==> config.mk <==
export PLATFORM = sky130hd
export DESIGN_NAME = nfa_match_reporter
export DESIGN_NICKNAME = d
export VERILOG_FILES = /design/src/rtl/nfa_match_reporter.sv
export SDC_FILE = /design/constraint.sdc
export NUM_CORES = 1
export LEC_CHECK = 0
export CORE_ASPECT_RATIO = 1.1
export CORE_UTILIZATION = 50
export CTS_BUF_LIST = sky130_fd_sc_hd__clkbuf_8 sky130_fd_sc_hd__clkbuf_16
export DETAILED_ROUTE_END_ITERATION = 12
export GPL_TIMING_DRIVEN = 0
export PLACE_DENSITY = 0.73
export SLEW_MARGIN = 20
export SYNTH_ARGS = -nofsm -noshare
export SYNTH_HDL_FRONTEND = slang
export SYNTH_SLANG_ARGS = --single-unit
==> constraint.sdc <==
create_clock -name clk -period 4.9 [get_ports clk]
set_input_delay 0.735 -clock clk [delete_from_list [all_inputs] [get_ports clk]]
set_output_delay 0.735 -clock clk [all_outputs]
set_load 0.05 [all_outputs]
==> src/rtl/nfa_match_reporter.sv <==
// Match reporter behind the NFA engines: turns the first rise of each engine
// match line in a packet into a {id, offset} record, plus one end-of-packet summary.
module nfa_match_reporter #(
    parameter int N_ENG     = 8,
    parameter int ID_W      = 3,
    parameter int OFF_W     = 16,
    parameter int MATCH_LAT = 2,
    parameter int DEPTH     = 8
) (
    input  logic             clk,
    input  logic             rst,
    input  logic             sod,
    input  logic             en,
    input  logic             eod,
    input  logic [N_ENG-1:0] match_in,
    output logic             rep_valid,
    input  logic             rep_ready,
    output logic             rep_eop,
    output logic [ID_W-1:0]  rep_id,
    output logic [OFF_W-1:0] rep_offset,
    output logic             err_trunc,
    output logic             busy
);
    localparam int AW = (DEPTH > 1) ? $clog2(DEPTH) : 1;
    localparam int DW = $clog2(MATCH_LAT + 2);
    localparam int CW = ID_W + 6;

    typedef enum logic [1:0] {IDLE, RUN, DRAIN, FLUSH} state_t;

    state_t           state, state_next;
    logic [DW-1:0]    drain_cnt, drain_next;
    logic [OFF_W-1:0] byte_idx;
    logic [N_ENG-1:0] seen, pend, rise, grant, grant_clr;
    logic [OFF_W-1:0] off_cap [N_ENG];
    logic [ID_W-1:0]  match_cnt, cnt_next;
    logic [CW-1:0]    cnt_sum;
    logic             start, capture, can_push, pop;
    logic             push, push_eop, push_match;
    logic [ID_W-1:0]  push_id, grant_id;
    logic [OFF_W-1:0] push_off, grant_off, eop_off;

    logic             fifo_eop [DEPTH];
    logic [ID_W-1:0]  fifo_id  [DEPTH];
    logic [OFF_W-1:0] fifo_off [DEPTH];
    logic [AW-1:0]    wr_ptr, rd_ptr;
    logic [AW:0]      fill;
    logic             full;

    // byte_idx doubles as last_idx: it always holds the index of the last strobed byte
    assign start      = en && sod;
    assign capture    = (state == RUN || state == DRAIN) && !start;
    assign rise       = capture ? (match_in & ~seen) : '0;
    assign full       = (fill == (AW+1)'(DEPTH));
    assign pop        = rep_valid && rep_ready;
    assign can_push   = !full || rep_ready;
    assign eop_off    = (byte_idx == '1) ? byte_idx : byte_idx + 1'b1;

    assign rep_valid  = (fill != '0);
    assign rep_eop    = fifo_eop[rd_ptr];
    assign rep_id     = fifo_id[rd_ptr];
    assign rep_offset = fifo_off[rd_ptr];
    assign busy       = (state != IDLE) || rep_valid;

    always_comb begin
        grant     = '0;
        grant_id  = '0;
        grant_off = '0;
        for (int i = N_ENG - 1; i >= 0; i--) begin
            if (pend[i]) begin
                grant     = '0;
                grant[i]  = 1'b1;
                grant_id  = ID_W'(i);
                grant_off = off_cap[i];
            end
        end
    end

    always_comb begin
        cnt_sum = CW'(match_cnt);
        for (int i = 0; i < N_ENG; i++) begin
            cnt_sum = cnt_sum + CW'(rise[i]);
        end
        cnt_next = (cnt_sum > CW'({ID_W{1'b1}})) ? '1 : cnt_sum[ID_W-1:0];
    end

    // A new sod aborts whatever packet is open, so it overrides every state.
    always_comb begin
        state_next = state;
        drain_next = drain_cnt;
        push       = 1'b0;
        push_eop   = 1'b0;
        push_match = 1'b0;
        push_id    = '0;
        push_off   = '0;
        if (start) begin
            state_next = eod ? DRAIN : RUN;
            drain_next = DW'(MATCH_LAT);
        end else begin
            case (state)
                IDLE: ;
                RUN: begin
                    if (en && eod) begin
                        state_next = DRAIN;
                        drain_next = DW'(MATCH_LAT);
                    end
                end
                DRAIN: begin
                    if (drain_cnt == '0) state_next = FLUSH;
                    else                 drain_next = drain_cnt - 1'b1;
                end
                FLUSH: begin
                    if (pend == '0 && can_push) begin
                        push       = 1'b1;
                        push_eop   = 1'b1;
                        push_id    = match_cnt;
                        push_off   = eop_off;
                        state_next = IDLE;
                    end
                end
                default: state_next = IDLE;
            endcase
            if (pend != '0 && can_push) begin
                push       = 1'b1;
                push_match = 1'b1;
                push_id    = grant_id;
                push_off   = grant_off;
            end
        end
    end

    assign grant_clr = push_match ? grant : '0;

    always_ff @(posedge clk) begin
        if (rst) begin
            state     <= IDLE;
            drain_cnt <= '0;
            byte_idx  <= '0;
            seen      <= '0;
            pend      <= '0;
            match_cnt <= '0;
            err_trunc <= 1'b0;
            for (int i = 0; i < N_ENG; i++) off_cap[i] <= '0;
        end else begin
            state     <= state_next;
            drain_cnt <= drain_next;
            if (start) begin
                seen      <= '0;
                pend      <= '0;
                match_cnt <= '0;
                byte_idx  <= '0;
                if (state != IDLE) err_trunc <= 1'b1;
            end else begin
                seen      <= seen | rise;
                pend      <= (pend & ~grant_clr) | rise;
                match_cnt <= cnt_next;
                if (state == RUN && en && byte_idx != '1) byte_idx <= byte_idx + 1'b1;
            end
            for (int i = 0; i < N_ENG; i++) begin
                if (rise[i]) off_cap[i] <= byte_idx;
            end
        end
    end

    // Report FIFO; storage is cleared on reset so the head reads as zero when empty.
    always_ff @(posedge clk) begin
        if (rst) begin
            wr_ptr <= '0;
            rd_ptr <= '0;
            fill   <= '0;
            for (int i = 0; i < DEPTH; i++) begin
                fifo_eop[i] <= 1'b0;
                fifo_id[i]  <= '0;
                fifo_off[i] <= '0;
            end
        end else begin
            if (push) begin
                fifo_eop[wr_ptr] <= push_eop;
                fifo_id[wr_ptr]  <= push_id;
                fifo_off[wr_ptr] <= push_off;
                wr_ptr           <= wr_ptr + 1'b1;
            end
            if (pop) rd_ptr <= rd_ptr + 1'b1;
            if (push && !pop)      fill <= fill + 1'b1;
            else if (!push && pop) fill <= fill - 1'b1;
        end
    end
endmodule

==> run metrics <==
IO buf count 35; Final setup viols 0; post-synthesis async set-or-reset flop share 0; post-synthesis simple-gate area fraction 0.162; Buf/Inv on CP 4; Mapped Cells 1303; Synth Area in Compound Gates 0.0900; Ports 37; ANT nets after route 0; Crit path largest cell delay 0.58 ns; final net count 1417; outcome finished, final reports clean; slew of the pin with the lowest slew margin 1.11 ns; Hold Crit Class reg2reg; critical path class in2reg; initial antenna violation count 0; Post-Synth XOR/XNOR Area 0.0153; Synth Register Bits 341; crit-path max FO 10; setup ws final 0.191 ns; number of global-route vias before repair 11200; core area 31500 um2; antenna cells 0; Clock Path Buffers 3; vias post-DR 11200; Arr. time, crit path 5.07 ns; leading cell types in the layout, fill and taps excluded 288 x edfxtp_1, 234 x nor2_1, 77 x nor3_1; CTS tree built; fmax 0.212 GHz; sequential element share of the synthesized area 0.605; r2r setup slk 0.50 ns; DR iter-0 viols 1064; main flop type after synthesis edfxtp_1; mean routed wirelength per cell 24.0 um; worst-path cell chain clkdlybuf4s50_1 -> nand2_1 -> buf_4 -> and2_4 -> nand3b_1 -> clkbuf_4 -> fa_1 -> fa_1 -> fa_1 -> fa_1 -> inv_1 -> fa_1 -> nand2b_1 -> mux2_2 -> nor2_1 -> a21oi_1; Mapped Area 16100 um2; post-place setup slack -1.21 ns; Clock Skews 0.0258 ns; largest family of logic cells by synthesized area simple AND/OR/NAND/NOR gates; share of post-route cells with drive strength above 1 0.144; Layout Area Growth over Synthesis 12.7%; num rows 68; H-tree depth 2; Post-synth EDFFs 288; DRC violations left 0; cell family with most CP delay adder cells; Root Driver clkbuf_16; Static Leak 0.00620 uW; clock slew at reported path FFs 0.05 ns; slew margin rel. 0.253; maximum number of pins on one net before global-route repair 21; DRT Pass-1 Iters 5; Initial Util 0.510; Avg Cell Area, Syn 12.3 um2; Via density 6.15; max cap viols 0; maximum vdd drop 0.331 mV; YS warnings 0; RSZ-0062 raised after global routing false; dpl cell area 17000 um2; DIE AREA 32800 um2; # fillers 2618; die width 173 um; Final GP Congestion 0.893; final hold violation count 0; post-synthesis adder-cell area fraction 0.0207; critical path's most frequent cell fa_1; Die Ht 190 um; final cycle utilization of the critical path 0.961; design area 18100 um2; first-pass GRT wire length 65.7 mm; worst path required time 5.26 ns; Netlist cell types 80; Tmin final 4.71 ns; post-synthesis mux area share 0.0746; Critical Path Sink Type flip-flop; Cell Pwr Density 507 nW/um2; Post-Route WL 43.6 mm; Final HPWL DP 29.3 mm; Mapped Nets 1340; Worst path slowest cell fa_1; final total power 9160 uW; commonest non-fill, non-tap cell in the layout edfxtp_1; number of buffers created by CTS 36; critical path launch point type primary input; CTS Sinks 341; grt ovf 0; GRT Util Overall 0.267; fin. max-slew vios 0; clock latency on the worst-skew pair 0.53 ns
[state kept, by name, summed over array words and instances, names as in the netlist, named ones only]
register	cells
match_cnt	3
fill	4
drain_cnt	2
fifo_off	128
state	2
off_cap	128
err_trunc	1
fifo_id	24
rd_ptr	3
wr_ptr	3
fifo_eop	8
byte_idx	16
pend	8
seen	8
[worst paths after layout]
| kind | start | cells past startpoint | endpoint |
|---|---|---|---|
| min | seen[5]$_SDFF_PP0_ | 2 | seen[5]$_SDFF_PP0_ |
| max reg2reg | state[0]$_SDFFE_PP0P_ | 15 | match_cnt[0]$_SDFF_PP0_ |
| min reg2reg | seen[5]$_SDFF_PP0_ | 2 | seen[5]$_SDFF_PP0_ |
| max | en | 16 | match_cnt[0]$_SDFF_PP0_ |
[synth_stat cells, types with 15 or more instances]
library cell,n,area share
dfxtp_1,53,0.066
xnor2_1,19,0.010
ha_1,17,0.013
nor2b_1,18,0.0070
nor2_1,234,0.055
a21oi_1,46,0.014
o22ai_1,22,0.0086
nand2_1,37,0.0087
a211oi_1,27,0.013
nand4_1,22,0.0086
nand2b_1,38,0.015
clkbuf_1,43,0.010
buf_2,29,0.0090
inv_1,37,0.0087
mux4_2,40,0.056
edfxtp_1,288,0.54
nor3_1,77,0.024
o21ai_0,18,0.0056
mux2_2,21,0.015
nand3b_1,15,0.0070
[stage by stage]
step,util,std cells,setup TNS [ns],hold WS [ns]
2_1_floorplan,-,1303,0,0.428
3_3_place_gp,0.538,1758,-3.45,0.439
3_5_place_dp,0.539,1759,-3.56,0.455
4_1_cts,0.573,1820,0,0.471
5_1_grt,0.575,1821,0,0.502
6_report,0.575,1821,0,0.465
[worst register-to-register path, cell delays in order, from the launching register on]
cell and delay [ns]:
dfxtp_1 0.40, inv_1 0.09, ha_1 0.31, and2_4 0.20, nand3b_1 0.13, clkbuf_4 0.24, fa_1 0.58, fa_1 0.45
fa_1 0.54, fa_1 0.19, inv_1 0.06, fa_1 0.39, nand2b_1 0.15, mux2_2 0.27, nor2_1 0.16, a21oi_1 0.09
[metal layers]
metal,up-vias,share of wire,global-route usage
met5,-,0,0
met4,0,0.049,0.125
met3,116,0.068,0.0330
met2,495,0.49,0.460
met1,5550,0.39,0.336
li1,5031,-,-
[cells by family after synthesis]
logic type | count (synthesis)
AND/OR/NAND/NOR | 521
flip-flops | 341
AO/OA/AOI/OAI | 202
buffers and inverters | 121
multiplexers | 67
XOR/XNOR | 28
adder cells (fa/ha/maj) | 23
[report_power, final]
group | internal, uW | switching, uW
clock network | 1430 | 1120
registers | 3460 | 113
logic | 980 | 2060
total | 5870 | 3290
[repair_timing]
| item | CTS | global route |
|---|---|---|
| gates resized for setup | 6 | 6 |
| pin swaps | 4 | 1 |
| setup endpoints to repair | 3 | 3 |
| hold buffers | 0 | 0 |
| buffers inserted | 3 | 1 |
[cell type report]
cell class	count	area, um2	share of cell area
repair buffers	40	388	0.0214
multi-input cells	841	5860	0.324
plain buffers	83	390	0.0216
clock inverters	21	133	0.00733
flip-flops and latches	341	9710	0.537
clock buffers	38	940	0.0520
well taps	420	526	0.0291
inverters	37	139	0.00768
(Power assumes the default switching activity.)
